<file path="config.mk">
export PLATFORM = sky130hd
export DESIGN_NAME = mem_wb_stage
export DESIGN_NICKNAME = d
export VERILOG_FILES = /design/src/rtl/mem_wb_stage.sv
export SDC_FILE = /design/constraint.sdc
export NUM_CORES = 1
export LEC_CHECK = 0
export CAP_MARGIN = 20
export CORE_AREA = 2 2 149 151
export CTS_CLUSTER_SIZE = 20
export DETAILED_ROUTE_END_ITERATION = 10
export DIE_AREA = 0 0 151 153
export PLACE_DENSITY = 0.71
export SLEW_MARGIN = 20
export SYNTH_ARGS = -nofsm -noshare
export SYNTH_HDL_FRONTEND = slang
export SYNTH_SLANG_ARGS = --single-unit
</file>
<file path="constraint.sdc">
create_clock -name clk -period 7.8 [get_ports clk]
set_clock_uncertainty 0.15 [all_clocks]
set_input_delay 1.56 -clock clk [delete_from_list [all_inputs] [get_ports clk]]
set_output_delay 1.56 -clock clk [all_outputs]
set_load 0.03 [all_outputs]
</file>
<file path="src/rtl/mem_wb_stage.sv">
// mem_wb_stage: RV32I memory access stage with held dmem handshake and MEM/WB pipeline register
module mem_wb_stage #(
    parameter int XLEN        = 32,
    parameter int STALL_CNT_W = 32
) (
    input  logic                   clk,
    input  logic                   rst,
    input  logic                   ex_valid,
    input  logic                   ex_mem_read,
    input  logic                   ex_mem_write,
    input  logic [2:0]             ex_funct3,
    input  logic [XLEN-1:0]        ex_addr,
    input  logic [XLEN-1:0]        ex_rs2,
    input  logic [XLEN-1:0]        ex_alu,
    input  logic                   ex_br_en,
    input  logic [XLEN-1:0]        ex_u_imm,
    input  logic [XLEN-1:0]        ex_pc,
    input  logic [4:0]             ex_rd,
    input  logic                   ex_load_regfile,
    input  logic [2:0]             ex_wb_sel,
    output logic [XLEN-1:0]        dmem_addr,
    output logic                   dmem_read,
    output logic                   dmem_write,
    output logic [3:0]             dmem_wmask,
    output logic [XLEN-1:0]        dmem_wdata,
    input  logic [XLEN-1:0]        dmem_rdata,
    input  logic                   dmem_resp,
    output logic                   stall,
    output logic                   misaligned,
    output logic                   wb_valid,
    output logic                   wb_load_regfile,
    output logic [4:0]             wb_rd,
    output logic [XLEN-1:0]        wb_data,
    output logic [XLEN-1:0]        wb_pc,
    output logic [STALL_CNT_W-1:0] stall_cycles
);
    typedef enum logic {IDLE, WAIT} state_t;
    state_t state_q, state_d;
    logic is_mem, is_h, is_w, bad_st, mis, access;
    logic [XLEN-1:0] shifted, load_val, wb_data_d;
    logic [XLEN-1:0] wb_data_q, wb_pc_q;
    logic [4:0] wb_rd_q;
    logic wb_valid_q, wb_load_regfile_q;
    logic [STALL_CNT_W-1:0] stall_cnt_q;
    // Decode access legality, drive the memory port and build the write-back value
    always_comb begin
        is_mem     = ex_valid & (ex_mem_read | ex_mem_write);
        is_h       = ex_funct3[1:0] == 2'b01;
        is_w       = ex_funct3[1:0] == 2'b10;
        bad_st     = ex_mem_write & (ex_funct3[2] | (&ex_funct3[1:0]));
        mis        = is_mem & ((is_h & ex_addr[0]) | (is_w & (|ex_addr[1:0])) | bad_st);
        access     = is_mem & ~mis;
        stall      = access & ~dmem_resp;
        misaligned = mis;
        dmem_addr  = {ex_addr[XLEN-1:2], 2'b00};
        dmem_read  = access & ex_mem_read;
        dmem_write = access & ex_mem_write;
        dmem_wmask = ~dmem_write ? 4'h0 : is_w ? 4'hF : ((is_h ? 4'b0011 : 4'b0001) << ex_addr[1:0]);
        dmem_wdata = ex_rs2 << {ex_addr[1:0], 3'b000};
        shifted    = dmem_rdata >> {ex_addr[1:0], 3'b000};
        load_val   = ex_funct3[1:0] == 2'b00 ? {{(XLEN-8){~ex_funct3[2] & shifted[7]}}, shifted[7:0]} :
                     is_h ? {{(XLEN-16){~ex_funct3[2] & shifted[15]}}, shifted[15:0]} : dmem_rdata;
        wb_data_d  = ex_wb_sel == 3'd1 ? {{(XLEN-1){1'b0}}, ex_br_en} :
                     ex_wb_sel == 3'd2 ? ex_u_imm :
                     ex_wb_sel == 3'd3 ? load_val :
                     ex_wb_sel == 3'd4 ? ex_pc + XLEN'(4) : ex_alu;
        state_d    = state_q == IDLE ? ((access & ~dmem_resp) ? WAIT : IDLE) : (dmem_resp ? IDLE : WAIT);
    end
    // Handshake state, MEM/WB register (bubble while stalled) and saturating stall counter
    always_ff @(posedge clk) begin
        if (rst) begin
            state_q           <= IDLE;
            wb_valid_q        <= 1'b0;
            wb_load_regfile_q <= 1'b0;
            wb_rd_q           <= '0;
            wb_data_q         <= '0;
            wb_pc_q           <= '0;
            stall_cnt_q       <= '0;
        end else begin
            state_q <= state_d;
            if (stall) begin
                wb_valid_q        <= 1'b0;
                wb_load_regfile_q <= 1'b0;
                if (~&stall_cnt_q) stall_cnt_q <= stall_cnt_q + STALL_CNT_W'(1);
            end else begin
                wb_valid_q        <= ex_valid;
                wb_load_regfile_q <= ex_valid & ex_load_regfile & ~mis;
                wb_rd_q           <= ex_rd;
                wb_data_q         <= wb_data_d;
                wb_pc_q           <= ex_pc;
            end
        end
    end
    assign wb_valid        = wb_valid_q;
    assign wb_load_regfile = wb_load_regfile_q;
    assign wb_rd           = wb_rd_q;
    assign wb_data         = wb_data_q;
    assign wb_pc           = wb_pc_q;
    assign stall_cycles    = stall_cnt_q;
endmodule

</file>
Word-level counts from Yosys, hierarchy flattened:

Index checks and enable logic that the tools add are counted.
Widths: inputs -> output; s select.

* shift-type cells: 3
* add/subtract/negate cells: 2
* eq/ne operators: 6
* bitwise operators: 21
* reductions and logical operators: 6
* mux-type cells: 9

Operators by type and width (count)
* $mux 32: 6
* $add 32x1->32 const B: 1
* $add 32x3->32 const B: 1
* $reduce_and 32->1: 1
* $shl 32x5->32: 1
* $shr 32x5->16: 1
* $and 1x1->1: 13
* $mux 4: 2
* $eq 3x2->1 const B: 2
* $not 1->1: 4
* $or 1x1->1: 4
* $reduce_and 2->1: 2
* $reduce_or 2->1: 2
* $shl 2x2->4: 1
* $eq 3x1->1 const B: 1
* $eq 3x3->1 const B: 1
* $eq 2x1->1 const B: 1
* $eq 2x2->1 const B: 1
* $logic_not 2->1: 1
* $mux 2: 1

* word-level logic and storage cells: 53
* input port bits: 211
* output and inout port bits: 175
* bits in registers: 103

Logic depth before layout (Yosys ltp):

* depth in word-level cells: 9
* gate-level depth with buffers: 10
* gate-level depth less buffers: 7

Least setup slack after synthesis:

Ideal clock, no wire load.

* path type: input -> output
* start point: in ex_addr[0]
* end point: out dmem_wmask[3]
* stages: 6
* arrival: 3.366 ns
* path buffers: 4
* slack: 2.724 ns
* path through: buf_4 > clkbuf_1 > buf_1 > clkbuf_1 > o21ai_0 > a21oi_1

* word-level cells in the longest chain between the ends: 9
* elaborated cells on any way between the ends: 12
* classes of those cells: shift (1); mux (2); bitwise (8); reduce/logical (1)

Ends and longest elaborated chain
* start, declared: line 12 `input logic [XLEN-1:0] ex_addr,`
* $reduce_or 2->1: line 51 `mis = is_mem & ((is_h & ex_addr[0]) | (is_w & (|ex_addr[1:0])) | bad_st);`
* $and 1x1->1: line 51
* $or 1x1->1 (2 in a row): line 51
* $and 1x1->1: line 51
* $not 1->1: line 52 `access = is_mem & ~mis;`
* $and 1x1->1: line 52
* $and 1x1->1: line 57 `dmem_write = access & ex_mem_write;`
* $mux 4 *: line 58 `dmem_wmask = ~dmem_write ? 4'h0 : is_w ? 4'hF : ((is_h ? 4'b0011 : 4'b0001) << ex_addr[1:0]);`
* end, declared: line 24 `output logic [3:0] dmem_wmask,`

Every way passes the cells marked *; elsewhere a longest branch is shown, timed or not.

Final worst setup path:

* start point: in ex_funct3[0]
* end point: out dmem_wmask[2]

* word-level cells in the longest chain between the ends: 9
* elaborated cells on any way between the ends: 17
* classes of those cells: eq/ne (2); shift (1); mux (3); bitwise (10); reduce/logical (1)

Ends and longest elaborated chain
* start, declared: line 11 `input logic [2:0] ex_funct3,`
* $eq 2x1->1, or another cell as far along: line 48 `is_h = ex_funct3[1:0] == 2'b01;`
* $and 1x1->1 or $or 1x1->1 (tied branches): line 51, 50
* $or 1x1->1 or $and 1x1->1 (tied branches): line 51, 50
* $or 1x1->1: line 51
* $and 1x1->1: line 51
* $not 1->1: line 52
* $and 1x1->1: line 52
* $and 1x1->1: line 57
* $mux 4 *: line 58

Marks and branches as above.

==> results.toml <==
[timing]
slew_headroom = 0.3072
slew_viol_final = 0
setup_tns_ns = 0
grt_setup_unrepaired = "false"
period_share = 0.7892
finalCriticalPeriod_ns = 6.156
finalHoldViolCount = 0
setup_viol_count_final = 0
fmax_ghz = 0.1625
worstMarginPinSlew_ns = 1.038
fin_ws_ns = 1.644

[flow_run]
max_cap_viol_count = 0

[route]
firstDrtPassIters = 5
wl_per_cell_um = 20.88
drt_iter0_drc = 563
wl_mm = 32.28
drcViolationCount = 0
ant_nets = 0
viasPerCell = 5.559
vias = 8594

[synth]
ys_ff_latch = 103
ys.flop_type = "dfxtp_1"
ys.warnings.count = 0
synth_edf_count = 0
avgSynthCellArea_sq_um = 7.218
netlist_instances = 1017
synth-async-reset-ratio = 0
yosysUniqueCellTypes = 81
synthTopCellsByArea = "dfxtp_1, nand2_1, a21oi_1"
yosysTopAreaCellShare = 0.2809
yosysSeqAreaShare = 0.2809
synth_area_sq_um = 7341
yosys.area.top_type = "dfxtp_1"

[critical_path]
critPathBufInv = 3
worst_path_largest_cell_delay_ns = 0.86
end_kind = "output port"
crit_path_cell_trace = "clkdlybuf4s50_1, mux2_1, a222oi_1, buf_4, nand3_1, a31oi_1, clkdlybuf4s50_1"
crit_top_cell = "clkdlybuf4s50_1"
worst-path-max-fanout = 17
crit_slowest_cell = "clkdlybuf4s50_1"
critPathLaunchType = "primary input"
arrival_ns = 4.45
criticalPathCategory = "in -> out"
cp_data_required_time_ns = 6.09
path_delay_family = "buffers and inverters"

[power]
comb_power_share = 0.327
power_density_nw_per_um2 = 141.1
sw_frac_of_total = 0.3397
seq_power_share = 0.375
p_leak_nw = 3.838
power.share.clock = 0.299
power.switching_mw = 0.5164
internal-power_mw = 1.004
ir_drop_v = 0.0001201

[clock_network]
clockBufferDepth = 2
clock_sinks = 103
root_buffer = "clkbuf_16"
cts_tree = "built"
hold_buffers = 0
worstSkewPairLatency_ns = 0.36
numCtsBuffers = 9
cts_max_level = 3
path_clk_slew_ns = 0.08
cts_resized = 0
post_cts_buffers = 0

[placed_design]
gp_congestion = 0.9182
io_buffers = 323
hpwl_mm = 24.95
dp_slack_ns = 1.650

[global_route]
grt_overflow_total = 0
grt_usage = 0.2711
grt_pass1_vias = 8204
grt_max_degree = 75
antenna_found_initial = 4
grt_pass1_wl_mm = 48.00

[floorplan]
rows = 54
die_width_um = 151
core_sq_um = 21490
initial_core_util = 0.3417
ios = 386
die_area_sq_um = 23100
die_h_um = 153

[cells_and_area]
layout-drive-gt1-share = 0.04913
final_nets = 1470
area_delta_synth_final_pct = 46.74

[run_status]
status = "complete, no violations"

[worst_hold_path]
hp-class = "reg -> reg"
[stage by stage]
step                        util  std cells  area (sq um)  hold slack (ns)  power (mW)
after global routing      0.5012       1545         10770           0.3223       1.584
after floorplan                -       1018          7345           0.4205      0.8516
after CTS                 0.5009       1542         10760           0.3024       1.529
after global placement    0.4874       1526         10470           0.2852       1.073
final                     0.5013       1546         10770           0.3024       1.520
after detailed placement  0.4874       1526         10470           0.2924       1.075
[cell usage after synthesis, types with 9 or more instances]
cell	instances
clkbuf_1	56
nand2_1	157
mux2i_1	30
buf_2	13
o221ai_1	12
xor2_1	19
inv_1	15
a211oi_1	14
and3_1	15
o21ai_0	51
buf_4	34
nand4_1	22
nand3_1	40
nor3_1	25
o22ai_1	9
dfxtp_1	103
nand2b_1	11
nor2b_1	18
nor2_1	81
a21oi_1	106
and2_1	15
xnor2_1	32
[power groups by stage]
stage          combinational, mW  sequential [mW]  clock [mW]
2_1_floorplan              0.214            0.637           0
5_1_grt                    0.526            0.573       0.484
3_3_place_gp               0.492            0.581           0
6_report                   0.496            0.570       0.454
3_5_place_dp               0.494            0.581           0
4_1_cts                    0.496            0.570       0.463
[kinds of logic (layout without fill, tap and decap cells)]
family / Yosys count / after routing / share of synthesized area
AOI/OAI and AO/OA: 261 / 261 / 0.2226
xor gates and xnor gates: 51 / 51 / 0.06085
and+or+nand+nor: 440 / 440 / 0.2986
muxes: 34 / 34 / 0.04858
other: 1 / 6 / 0.0005108
buffers and inverters: 125 / 369 / 0.08454
DFF: 103 / 103 / 0.2809
adders and majority gates: 2 / 2 / 0.003408
[metal layers]
layer / wire length [um] / track usage
met4: 1357 / 0.1282
met3: 2692 / 0.06209
met1: 12970 / 0.3339
met5: 0 / 0
met2: 15260 / 0.4450
[registers in the layout, indices dropped and copies added (netlist names)]
| signal | count |
|---|---|
| stall_cycles | 32 |
| wb_pc | 32 |
| wb_rd | 5 |
| wb_valid | 1 |
| wb_data | 32 |
| wb_load_regfile | 1 |
[tightest hold or removal path, cell delays in order, from the launching register on]
cell and delay, ns:
dfxtp_1 0.31, nand2_1 0.05, a21oi_1 0.05
[path summary, 6_finish.rpt]
kind,startpoint,end,slack [ns],cells past startpoint
max reg2reg,stall_cycles[10]$_SDFFE_PP0P_,stall_cycles[11]$_SDFFE_PP0P_,5.20,6
min,wb_pc[31]$_SDFFE_PP0N_,wb_pc[31]$_SDFFE_PP0N_,0.30,2
max,ex_funct3[0],dmem_wmask[2],1.64,7
min reg2reg,wb_pc[31]$_SDFFE_PP0N_,wb_pc[31]$_SDFFE_PP0N_,0.30,2
[cell usage in the layout, fill, tap and decap left out, types with 5 or more instances in the layout]
master | netlist | routed
clkdlybuf4s50_1 | 0 | 320
nand2_1 | 157 | 156
a21oi_1 | 106 | 106
dfxtp_1 | 103 | 103
nor2_1 | 81 | 80
o21ai_0 | 51 | 51
nand3_1 | 40 | 40
xnor2_1 | 32 | 32
mux2i_1 | 30 | 30
nor3_1 | 25 | 25
nand4_1 | 22 | 22
xor2_1 | 19 | 19
nor2b_1 | 18 | 18
and2_1 | 15 | 15
inv_1 | 15 | 15
and3_1 | 15 | 15
buf_4 | 34 | 14
a211oi_1 | 14 | 13
o221ai_1 | 12 | 12
nand2b_1 | 11 | 11
o22ai_1 | 9 | 9
clkbuf_16 | 0 | 9
or3_1 | 8 | 8
nor4_1 | 8 | 8
o32ai_1 | 8 | 8
a22oi_1 | 7 | 7
o211ai_1 | 6 | 6
or4_1 | 5 | 5
[layout make-up]
type	instances	area, sq um
antenna	4	10.01
clock buffer	10	239.0
fill	2121	10710
clock inverter	6	51.30
sequential	103	2062
multi-input combinational	790	4677
inverter	17	63.81
tap	280	350.3
timing repair buffer	336	3318
Note: power is estimated with default switching activity, not from simulation.
